[config.mk]
export PLATFORM = sky130hd
export DESIGN_NAME = mips_ctrl
export DESIGN_NICKNAME = d
export VERILOG_FILES = /design/src/rtl/alu_pkg.sv /design/src/rtl/ctrl_pkg.sv /design/src/rtl/alu_ctrl.sv /design/src/rtl/mips_ctrl.sv
export SDC_FILE = /design/constraint.sdc
export NUM_CORES = 1
export LEC_CHECK = 0
export CELL_PAD_IN_SITES_DETAIL_PLACEMENT = 1
export CELL_PAD_IN_SITES_GLOBAL_PLACEMENT = 1
export CORE_MARGIN = 4
export CORE_UTILIZATION = 34
export DETAILED_ROUTE_END_ITERATION = 8
export MAX_ROUTING_LAYER = met4
export PLACE_DENSITY_LB_ADDON = 0.1
export SYNTH_ARGS = -nofsm -noshare
export SYNTH_HDL_FRONTEND = slang
export SYNTH_SLANG_ARGS = --single-unit
[constraint.sdc]
create_clock -name clk -period 2.09 [get_ports clk]
set_input_delay 0.3135 -clock clk [delete_from_list [all_inputs] [get_ports clk]]
set_output_delay 0.3135 -clock clk [all_outputs]
set_load 0.01 [all_outputs]
[src/rtl/alu_pkg.sv]
// ALU operation encoding shared by the controller and the datapath ALU.
package alu_pkg;

  typedef enum logic [3:0] {
    C_ADD_U = 4'd0,
    C_SUB_U = 4'd1,
    C_MULT  = 4'd2,
    C_MUL_U = 4'd3,
    C_AND   = 4'd4,
    C_OR    = 4'd5,
    C_XOR   = 4'd6,
    C_SRL   = 4'd7,
    C_SLL   = 4'd8,
    C_SRA   = 4'd9,
    C_SLT   = 4'd10,
    C_SLTU  = 4'd11,
    C_BLEZ  = 4'd12,
    C_BGTZ  = 4'd13
  } alu_sel_t;

endpackage

[src/rtl/ctrl_pkg.sv]
// Multicycle controller states, state classes for ALU decode, and MIPS
// opcode/funct field values.
package ctrl_pkg;

  typedef enum logic [3:0] {
    FETCH       = 4'd0,
    DECODE      = 4'd1,
    EXEC_R      = 4'd2,
    EXEC_I      = 4'd3,
    MEM_ADDR    = 4'd4,
    MEM_RD      = 4'd5,
    MEM_RD_WAIT = 4'd6,
    MEM_WB      = 4'd7,
    MEM_WR      = 4'd8,
    R_WB        = 4'd9,
    I_WB        = 4'd10,
    MULT_WB     = 4'd11,
    BRANCH      = 4'd12,
    JUMP        = 4'd13,
    HALT        = 4'd14
  } ctrl_state_t;

  typedef enum logic [2:0] {
    CLS_NONE   = 3'd0,
    CLS_R      = 3'd1,
    CLS_I      = 3'd2,
    CLS_MEM    = 3'd3,
    CLS_BRANCH = 3'd4
  } state_class_t;

  localparam logic [5:0] OP_RTYPE = 6'h00;
  localparam logic [5:0] OP_J     = 6'h02;
  localparam logic [5:0] OP_JAL   = 6'h03;
  localparam logic [5:0] OP_BEQ   = 6'h04;
  localparam logic [5:0] OP_BNE   = 6'h05;
  localparam logic [5:0] OP_BLEZ  = 6'h06;
  localparam logic [5:0] OP_BGTZ  = 6'h07;
  localparam logic [5:0] OP_ADDIU = 6'h09;
  localparam logic [5:0] OP_SLTI  = 6'h0A;
  localparam logic [5:0] OP_SLTIU = 6'h0B;
  localparam logic [5:0] OP_ANDI  = 6'h0C;
  localparam logic [5:0] OP_ORI   = 6'h0D;
  localparam logic [5:0] OP_XORI  = 6'h0E;
  localparam logic [5:0] OP_SUBI  = 6'h10;
  localparam logic [5:0] OP_LW    = 6'h23;
  localparam logic [5:0] OP_SW    = 6'h2B;
  localparam logic [5:0] OP_HALT  = 6'h3F;

  localparam logic [5:0] FN_SLL   = 6'h00;
  localparam logic [5:0] FN_SRL   = 6'h02;
  localparam logic [5:0] FN_SRA   = 6'h03;
  localparam logic [5:0] FN_JR    = 6'h08;
  localparam logic [5:0] FN_MFHI  = 6'h10;
  localparam logic [5:0] FN_MFLO  = 6'h12;
  localparam logic [5:0] FN_MULT  = 6'h18;
  localparam logic [5:0] FN_MULTU = 6'h19;
  localparam logic [5:0] FN_ADDU  = 6'h21;
  localparam logic [5:0] FN_SUBU  = 6'h23;
  localparam logic [5:0] FN_AND   = 6'h24;
  localparam logic [5:0] FN_OR    = 6'h25;
  localparam logic [5:0] FN_XOR   = 6'h26;
  localparam logic [5:0] FN_SLT   = 6'h2A;
  localparam logic [5:0] FN_SLTU  = 6'h2B;

  // Logical immediates are zero-extended; everything else sign-extends.
  function automatic logic imm_is_signed(input logic [5:0] op);
    return !((op == OP_ANDI) || (op == OP_ORI) || (op == OP_XORI));
  endfunction

  function automatic state_class_t state_class(input ctrl_state_t s);
    state_class_t c;
    case (s)
      EXEC_R:   c = CLS_R;
      EXEC_I:   c = CLS_I;
      MEM_ADDR: c = CLS_MEM;
      BRANCH:   c = CLS_BRANCH;
      default:  c = CLS_NONE;
    endcase
    return c;
  endfunction

endpackage

[src/rtl/alu_ctrl.sv]
// Combinational ALU operation select from the controller state class and the
// latched instruction fields.
module alu_ctrl
  import alu_pkg::*;
  import ctrl_pkg::*;
(
  input  state_class_t cls_i,
  input  logic [5:0]   opcode_i,
  input  logic [5:0]   funct_i,
  output alu_sel_t     opsel_o
);

  always_comb begin
    opsel_o = C_ADD_U;
    case (cls_i)
      CLS_R: begin
        case (funct_i)
          FN_ADDU:  opsel_o = C_ADD_U;
          FN_SUBU:  opsel_o = C_SUB_U;
          FN_MULT:  opsel_o = C_MULT;
          FN_MULTU: opsel_o = C_MUL_U;
          FN_AND:   opsel_o = C_AND;
          FN_OR:    opsel_o = C_OR;
          FN_XOR:   opsel_o = C_XOR;
          FN_SRL:   opsel_o = C_SRL;
          FN_SLL:   opsel_o = C_SLL;
          FN_SRA:   opsel_o = C_SRA;
          FN_SLT:   opsel_o = C_SLT;
          FN_SLTU:  opsel_o = C_SLTU;
          default:  opsel_o = C_ADD_U;
        endcase
      end
      CLS_I: begin
        case (opcode_i)
          OP_ADDIU: opsel_o = C_ADD_U;
          OP_SUBI:  opsel_o = C_SUB_U;
          OP_ANDI:  opsel_o = C_AND;
          OP_ORI:   opsel_o = C_OR;
          OP_XORI:  opsel_o = C_XOR;
          OP_SLTI:  opsel_o = C_SLT;
          OP_SLTIU: opsel_o = C_SLTU;
          default:  opsel_o = C_ADD_U;
        endcase
      end
      CLS_BRANCH: begin
        case (opcode_i)
          OP_BEQ, OP_BNE: opsel_o = C_SUB_U;
          OP_BLEZ:        opsel_o = C_BLEZ;
          OP_BGTZ:        opsel_o = C_BGTZ;
          default:        opsel_o = C_ADD_U;
        endcase
      end
      default: opsel_o = C_ADD_U;
    endcase
  end

endmodule

[src/rtl/mips_ctrl.sv]
// Multicycle MIPS control unit: Moore FSM whose outputs decode only from the
// current state and the opcode/funct captured in DECODE.
module mips_ctrl
  import alu_pkg::*;
  import ctrl_pkg::*;
(
  input  logic       clk,
  input  logic       rst_n,
  input  logic [5:0] ir_opcode,
  input  logic [5:0] ir_funct,
  input  logic       branch_taken,
  input  logic       alu_zero,
  output alu_sel_t   opsel,
  output logic       alu_src_a,
  output logic [1:0] alu_src_b,
  output logic       is_signed,
  output logic       pc_write,
  output logic       pc_write_cond,
  output logic       branch_ok,
  output logic [1:0] pc_source,
  output logic       i_or_d,
  output logic       mem_read,
  output logic       mem_write,
  output logic       ir_write,
  output logic       reg_write,
  output logic       reg_dst,
  output logic       mem_to_reg,
  output logic       jump_and_link,
  output logic [1:0] alu_lo_hi,
  output logic       hi_en,
  output logic       lo_en,
  output logic       halted
);

  ctrl_state_t  state_q, state_d;
  logic [5:0]   op_q, op_d;
  logic [5:0]   fn_q, fn_d;
  state_class_t cls;

  assign cls = state_class(state_q);

  alu_ctrl u_alu_ctrl (
    .cls_i    (cls),
    .opcode_i (op_q),
    .funct_i  (fn_q),
    .opsel_o  (opsel)
  );

  always_ff @(posedge clk or negedge rst_n) begin
    if (!rst_n) begin
      state_q <= FETCH;
      op_q    <= '0;
      fn_q    <= '0;
    end else begin
      state_q <= state_d;
      op_q    <= op_d;
      fn_q    <= fn_d;
    end
  end

  // IR is valid during DECODE, so dispatch reads it directly there; later
  // states use only the captured copy.
  always_comb begin
    state_d = state_q;
    op_d    = op_q;
    fn_d    = fn_q;
    case (state_q)
      FETCH: state_d = DECODE;
      DECODE: begin
        op_d = ir_opcode;
        fn_d = ir_funct;
        case (ir_opcode)
          OP_RTYPE:                         state_d = EXEC_R;
          OP_LW, OP_SW:                     state_d = MEM_ADDR;
          OP_BEQ, OP_BNE, OP_BLEZ, OP_BGTZ: state_d = BRANCH;
          OP_J, OP_JAL:                     state_d = JUMP;
          OP_HALT:                          state_d = HALT;
          OP_ADDIU, OP_SLTI, OP_SLTIU,
          OP_ANDI, OP_ORI, OP_XORI,
          OP_SUBI:                          state_d = EXEC_I;
          default:                          state_d = FETCH;
        endcase
      end
      EXEC_R: begin
        case (fn_q)
          FN_MULT, FN_MULTU: state_d = MULT_WB;
          FN_JR:             state_d = FETCH;
          default:           state_d = R_WB;
        endcase
      end
      EXEC_I:      state_d = I_WB;
      MEM_ADDR:    state_d = (op_q == OP_SW) ? MEM_WR : MEM_RD;
      MEM_RD:      state_d = MEM_RD_WAIT;
      MEM_RD_WAIT: state_d = MEM_WB;
      HALT:        state_d = HALT;
      default:     state_d = FETCH;
    endcase
  end

  // While rst_n is low every strobe is held off, even though the state
  // register already reads FETCH.
  always_comb begin
    alu_src_a     = 1'b0;
    alu_src_b     = 2'd0;
    is_signed     = 1'b0;
    pc_write      = 1'b0;
    pc_write_cond = 1'b0;
    branch_ok     = 1'b0;
    pc_source     = 2'd0;
    i_or_d        = 1'b0;
    mem_read      = 1'b0;
    mem_write     = 1'b0;
    ir_write      = 1'b0;
    reg_write     = 1'b0;
    reg_dst       = 1'b0;
    mem_to_reg    = 1'b0;
    jump_and_link = 1'b0;
    alu_lo_hi     = 2'd0;
    hi_en         = 1'b0;
    lo_en         = 1'b0;
    halted        = 1'b0;
    if (rst_n) begin
      case (state_q)
        FETCH: begin
          mem_read  = 1'b1;
          ir_write  = 1'b1;
          alu_src_b = 2'd1;
          pc_write  = 1'b1;
        end
        DECODE: begin
          alu_src_b = 2'd3;
          is_signed = 1'b1;
        end
        EXEC_R: begin
          alu_src_a = 1'b1;
          // jr: the datapath substitutes 0 for the constant when reg A is
          // the other operand, so the ALU passes rs straight to the PC.
          if (fn_q == FN_JR) begin
            alu_src_b = 2'd1;
            pc_write  = 1'b1;
          end
        end
        EXEC_I: begin
          alu_src_a = 1'b1;
          alu_src_b = 2'd2;
          is_signed = imm_is_signed(op_q);
        end
        MEM_ADDR: begin
          alu_src_a = 1'b1;
          alu_src_b = 2'd2;
          is_signed = 1'b1;
        end
        MEM_RD: begin
          mem_read = 1'b1;
          i_or_d   = 1'b1;
        end
        MEM_RD_WAIT: i_or_d = 1'b1;
        MEM_WB: begin
          mem_to_reg = 1'b1;
          reg_write  = 1'b1;
        end
        MEM_WR: begin
          mem_write = 1'b1;
          i_or_d    = 1'b1;
        end
        R_WB: begin
          reg_write = 1'b1;
          reg_dst   = 1'b1;
          if (fn_q == FN_MFHI)      alu_lo_hi = 2'd2;
          else if (fn_q == FN_MFLO) alu_lo_hi = 2'd1;
        end
        I_WB: reg_write = 1'b1;
        MULT_WB: begin
          hi_en = 1'b1;
          lo_en = 1'b1;
        end
        BRANCH: begin
          alu_src_a     = 1'b1;
          pc_write_cond = 1'b1;
          pc_source     = 2'd1;
          case (op_q)
            OP_BEQ:  branch_ok = alu_zero;
            OP_BNE:  branch_ok = !alu_zero;
            default: branch_ok = branch_taken;
          endcase
        end
        JUMP: begin
          pc_write  = 1'b1;
          pc_source = 2'd2;
          if (op_q == OP_JAL) begin
            jump_and_link = 1'b1;
            reg_write     = 1'b1;
          end
        end
        HALT: halted = 1'b1;
        default: ;
      endcase
    end
  end

endmodule

Word level (Yosys, flattened, before mapping)
Memories as Yosys holds them, arrays and structs flattened.
Index checks and enable logic that the tools add are counted.
Word-level totals
  flip-flop bits (word level): 16
  memory bits (read-only): 256
  input bits: 16
  output and inout bits: 26
  logic and storage cells: 111
  memories kept: 1
Operators by class
  equality and inequality tests: 42
  mux-type cells: 50
  reduce and logical (&&, ||, !) cells: 15
Memory list
  (name not given): words 64, width 4, rd ports 1, clocked after memory_dff 0, wr ports 0, RTL line mips_ctrl.sv:72  | case (ir_opcode)
Operator list (number)
  $pmux W4 S11: 1
  $eq A6 B6 Y1 const B: 7
  $eq A6 B4 Y1 const B: 6
  $pmux W4 S8: 1
  $mux W1: 31
  $eq A6 B5 Y1 const B: 5
  $eq A4 B4 Y1 const B: 7
  $eq A6 B3 Y1 const B: 4
  $pmux W4 S3: 2
  $pmux W4 S6: 1
  $eq A6 B2 Y1 const B: 3
  $eq A4 B3 Y1 const B: 4
  $pmux W3 S4: 1
  $reduce_or A2 Y1: 6
  $mux W2: 5
  $eq A4 B2 Y1 const B: 2
  $pmux W1 S2: 4
  $pmux W2 S4: 1
  $pmux W4 S2: 1
  $logic_not A6 Y1: 1
  $reduce_or A3 Y1: 2
  $eq A4 B1 Y1 const B: 1
  $logic_not A4 Y1: 1
  $mux W4: 1
  other kinds (7): 9

Depth between registers and ports, before layout
  word-level depth: 6
  depth in mapped cells: 6
  gate-level depth less buffers: 5

Hierarchy
From an unflattened synthesis, not the netlist that was laid out.
Second synthesis, totals
  cell total of the unflattened synthesis: 188
  area, all modules: 1540.2 sq um
By module, submodules not included
  mips_ctrl: instances 1, cells each 144, area an instance 1246.2 sq um, sequential area each 400.4 sq um
  alu_ctrl: instances 1, cells each 44, area an instance 294.0 sq um, sequential area each 0.0 sq um

Least setup slack after synthesis
No wires, ideal clock.
  path kind: flip-flop to output port
  from: register state_q[2]
  to: output port alu_lo_hi[0]
  arrival: 1.475 ns
  data required time: 1.776 ns
  setup slack: 0.302 ns
  stages on the path, launching flop included: 6
  path buffers: 1
  path through: dfrtp_1 -> buf_2 -> nand3b_1 -> nor2_1 -> nand4b_1 -> nor3b_1
Between the ends
  word-level cells in the longest chain between the ends: 3
RTL lines
  start: declaration: RTL line mips_ctrl.sv:35  | ctrl_state_t state_q, state_d;
  start signal: assignment: RTL line mips_ctrl.sv:55  | state_q <= state_d;
  $eq A4 B4 Y1: RTL line mips_ctrl.sv:123  | case (state_q)
  $mux W2: RTL line mips_ctrl.sv:123
  $mux W2: RTL line mips_ctrl.sv:122  | if (rst_n) begin
  end: declaration: RTL line mips_ctrl.sv:29  | output logic [1:0] alu_lo_hi,
Every way passes these cells.

Worst setup path in the final report
  from: register op_q[3]
  to: output port opsel[0]
Between the ends
  word-level cells in the longest chain between the ends: 4
  elaborated cells on any way between the ends: 14
  those cells by class: 10 x eq/ne; 3 x mux; 1 x reduce/logical
RTL lines
  start: declaration: RTL line mips_ctrl.sv:36  | logic [5:0] op_q, op_d;
  start signal: assignment: RTL line mips_ctrl.sv:56  | op_q <= op_d;
  $eq A6 B3 Y1: RTL line alu_ctrl.sv:46  | case (opcode_i)
  $reduce_or A2 Y1: RTL line alu_ctrl.sv:46
  $pmux W4 S3: RTL line alu_ctrl.sv:46
  $pmux W4 S3 *: RTL line alu_ctrl.sv:15  | case (cls_i)
  end: declaration: RTL line mips_ctrl.sv:13  | output alu_sel_t opsel,
Mark *: on every way between the ends. The rest lies on a longest branch, timed or not.

==> results.py <==
metrics = {
    "status": {
        "status": "finished with violations",
        "violations": "negative setup slack",
    },
    "global_routing": {
        "grt_pass1_wl_um": 10000,
        "grt_max_degree": 23,
        "first_global_vias": 2018,
        "grt_overflow": 0,
        "grt_antenna_before_repair": 0,
        "track_usage_pct": 24.2,
    },
    "placement": {
        "place_inst": 327,
        "placedInstanceArea_um2": 2280,
        "portBuffers": 41,
        "pre_cts_slack_ns": -0.344,
        "dp.final_hpwl_um": 4710,
        "routabilityCongestion": 0.855,
    },
    "layout": {
        "regArea_um2": 408,
        "fill_cells": 500,
        "multi_input_area_um2": 1110,
        "instances_no_fill": 344,
        "final_nets": 311,
        "syn_to_final_growth_pct": 73.4,
        "drive_gt1_share_pct": 44.6,
        "design_area_um2": 2570,
        "fin_util_pct": 62.4,
        "n_antenna_cell": 0,
    },
    "logic_synthesis": {
        "yosysSeqAreaShare_pct": 27.0,
        "dominantRegCellSynth": "dfrtp_1",
        "synth_edf_count": 0,
        "synth-seq-cells": 16,
        "syn_inst": 197,
        "synth_warnings": 0,
        "ys_types": 51,
        "synth_nets": 213,
        "avgSynthCellArea_um2": 7.51,
        "async_flop_share_pct": 100,
        "synth.cell_area_um2": 1480,
    },
    "detailed_routing": {
        "wl_per_cell_um": 19.5,
        "wirelength_um": 6720,
        "first_pass_iters": 4,
        "drc": 0,
        "drt_iter0_markers": 79,
        "vias_per_cell": 5.69,
        "ant_nets": 0,
        "num_vias": 1958,
    },
    "setup_path": {
        "worstPathMaxFanout": 2,
        "end_kind": "output pin",
        "crit_path_start_kind": "flop",
        "rrSetupSlack_ns": 0.15,
        "crit_arrival_ns": 1.93,
        "crit_required_ns": 1.78,
        "cp_cell_sequence": "buf_4 -> or4b_1 -> o21ai_1 -> and2_1 -> o21ai_0 -> nand3_1 -> buf_2",
        "worstSetupPathType": "flop to output pin",
        "slowest_stage": "or4b_1",
        "cpPeakStageDelay_ns": 0.51,
    },
    "clocking": {
        "cts_buffers": 3,
        "cts_sinks": 16,
        "cts_root_buffer": "clkbuf_8",
        "cts_tree": "yes",
        "h-tree-depth": 1,
        "clockBufferDepth": 2,
        "clk_pin_slew_ns": 0.07,
        "ctsHoldBuffers": 0,
        "insertion_delay_ns": 0.25,
    },
    "sta": {
        "slew_headroom_pct": 71.5,
        "finalCritPeriodShare_pct": 107,
        "clock.fmax_ghz": 0.445,
        "finalSetupViolCount": 3,
        "setup_ws_ns": -0.157,
        "rsz0062_at_grt": "true",
        "finClkSkew_ns": 0.00286,
        "hold_viol": 0,
        "worst_pin_slew_ns": 0.424,
        "slew_violations": 0,
        "min_period_ns": 2.25,
    },
    "die": {
        "pin_count": 42,
        "die_area_um2": 5470,
        "die_w_um": 74.0,
        "rows": 23,
        "die_h_um": 74.0,
        "coreArea_um2": 4120,
        "start_util_pct": 36.0,
    },
    "hold_path": {
        "min_path_type": "input pin to asynchronous set/reset pin",
    },
    "flow_run": {
        "cap_violations": 0,
    },
    "pwr": {
        "pwr_density_cell_nw_per_um2": 1420,
        "leakagePower_nw": 1.20,
        "ir_worst_vdd_uv": 799,
    },
}
state kept, by name (all words and copies together) (netlist names):
name	cells
fn_q	6
state_q	4
op_q	6
cell usage after synthesis, drive strengths merged (3+ instances only):
| cell type | count | share of area (%) |
|---|---|---|
| nor2b | 8 | 3.4 |
| mux2 | 11 | 8.4 |
| nand2b | 5 | 2.1 |
| inv | 5 | 1.3 |
| a21oi | 12 | 4.1 |
| o21ai | 11 | 3.7 |
| nor3 | 14 | 5.1 |
| and3 | 3 | 1.3 |
| and2 | 3 | 1.3 |
| nand3 | 6 | 2.0 |
| buf | 13 | 5.2 |
| clkbuf | 4 | 1.0 |
| o211ai | 4 | 2.0 |
| nand2 | 24 | 6.1 |
| dfrtp | 16 | 27 |
| nor2 | 21 | 5.8 |
where the power goes:
group          total (mW)  internal (mW)  switching [mW]
clock               0.282          0.167           0.114
combinational        2.65           1.30            1.35
sequential          0.704          0.482           0.222
total                3.64           1.95            1.69
worst max-delay path, delay by kind of cell (launching register included):
kind	cells	cell delay [ns]
AO/OA/AOI/OAI	2	0.22
buffers and inverters	2	0.30
flip-flops	1	0.40
AND/OR/NAND/NOR	3	0.76
path summary, 6_finish.rpt:
path | startpoint | endpoint | cells after the start
max | op_q[3]$_DFFE_PN0P_ | opsel[0] | 7
min | rst_n | state_q[0]$_DFF_PN0_ | 3
max reg2reg | state_q[2]$_DFF_PN0_ | fn_q[5]$_DFFE_PN0P_ | 5
min reg2reg | op_q[2]$_DFFE_PN0P_ | op_q[2]$_DFFE_PN0P_ | 1
max in group asynchronous | rst_n | fn_q[4]$_DFFE_PN0P_ | 3
min in group clk | op_q[2]$_DFFE_PN0P_ | op_q[2]$_DFFE_PN0P_ | 1
stage by stage:
stage          TNS, ns  total power, mW  hold WS (ns)
4_1_cts         -0.109             3.33         0.313
3_3_place_gp     -3.10             2.78         0.560
2_1_floorplan        0             1.77        0.0179
5_1_grt         -0.578             3.86         0.328
6_report        -0.221             3.64         0.316
3_5_place_dp     -3.84             2.89         0.604
metal layers:
| metal | up-vias | track usage, % | share of wire (%) |
|---|---|---|---|
| li1 | 902 | - | - |
| met1 | 963 | 30.7 | 43 |
| met2 | 68 | 41.7 | 49 |
| met3 | 25 | 1.49 | 3.9 |
| met4 | 0 | 6.84 | 3.8 |
| met5 | - | - | 0 |
kinds of logic (layout without fill, tap and decap cells):
family                 count (synthesis)  count (layout)  synth area share, %
AND/OR/NAND/NOR                      100             100                 35.3
AO/OA/AOI/OAI                         46              46                 20.7
buffers and inverters                 22             119                 7.44
flip-flops                            16              16                 27.0
multiplexers                          11              11                 8.37
XOR/XNOR                               2               2                 1.18
cell usage in the layout, fill, tap and decap left out, types with 2 or more instances in the layout:
master	synthesis	layout
o211ai_1	4	4
nand3_1	6	6
mux2_2	11	11
o21ai_1	1	4
a21oi_1	12	7
nand4_1	2	2
and3_1	3	3
xor2_1	2	2
buf_6	1	4
nand4b_1	2	2
dfrtp_2	0	6
and2_1	3	3
nand2b_1	5	5
a22oi_1	2	2
nor3_2	1	5
inv_1	4	4
nor2_2	0	2
dlygate4sd2_1	0	7
buf_4	2	63
dfrtp_1	16	10
nor2b_1	8	6
clkdlybuf4s50_1	0	15
nor3_1	13	8
or3_1	2	2
a21oi_2	0	5
nor2_4	1	3
clkbuf_2	0	3
clkdlybuf4s15_1	0	3
dlymetal6s2s_1	0	5
nand2_2	0	2
nor2_1	20	16
a221oi_1	2	2
o21ai_0	10	6
buf_2	10	7
clkbuf_8	0	4
a211oi_2	1	2
nand2_1	24	21
cell type report:
cell class	count	share of cell area (%)
inverters	5	0.731
multi-input cells	159	43.4
flip-flops and latches	16	15.9
clock buffers	4	2.15
repair buffers	110	35.3
well taps	50	2.44
timing repair:
item / CTS / global route
cloned: 0 / 0
resized for setup: 66 / 44
setup buffers: 11 / 2
pin swaps: 9 / 9
setup endpoints to repair: 26 / 21
Power figures use the tool's default switching activity.
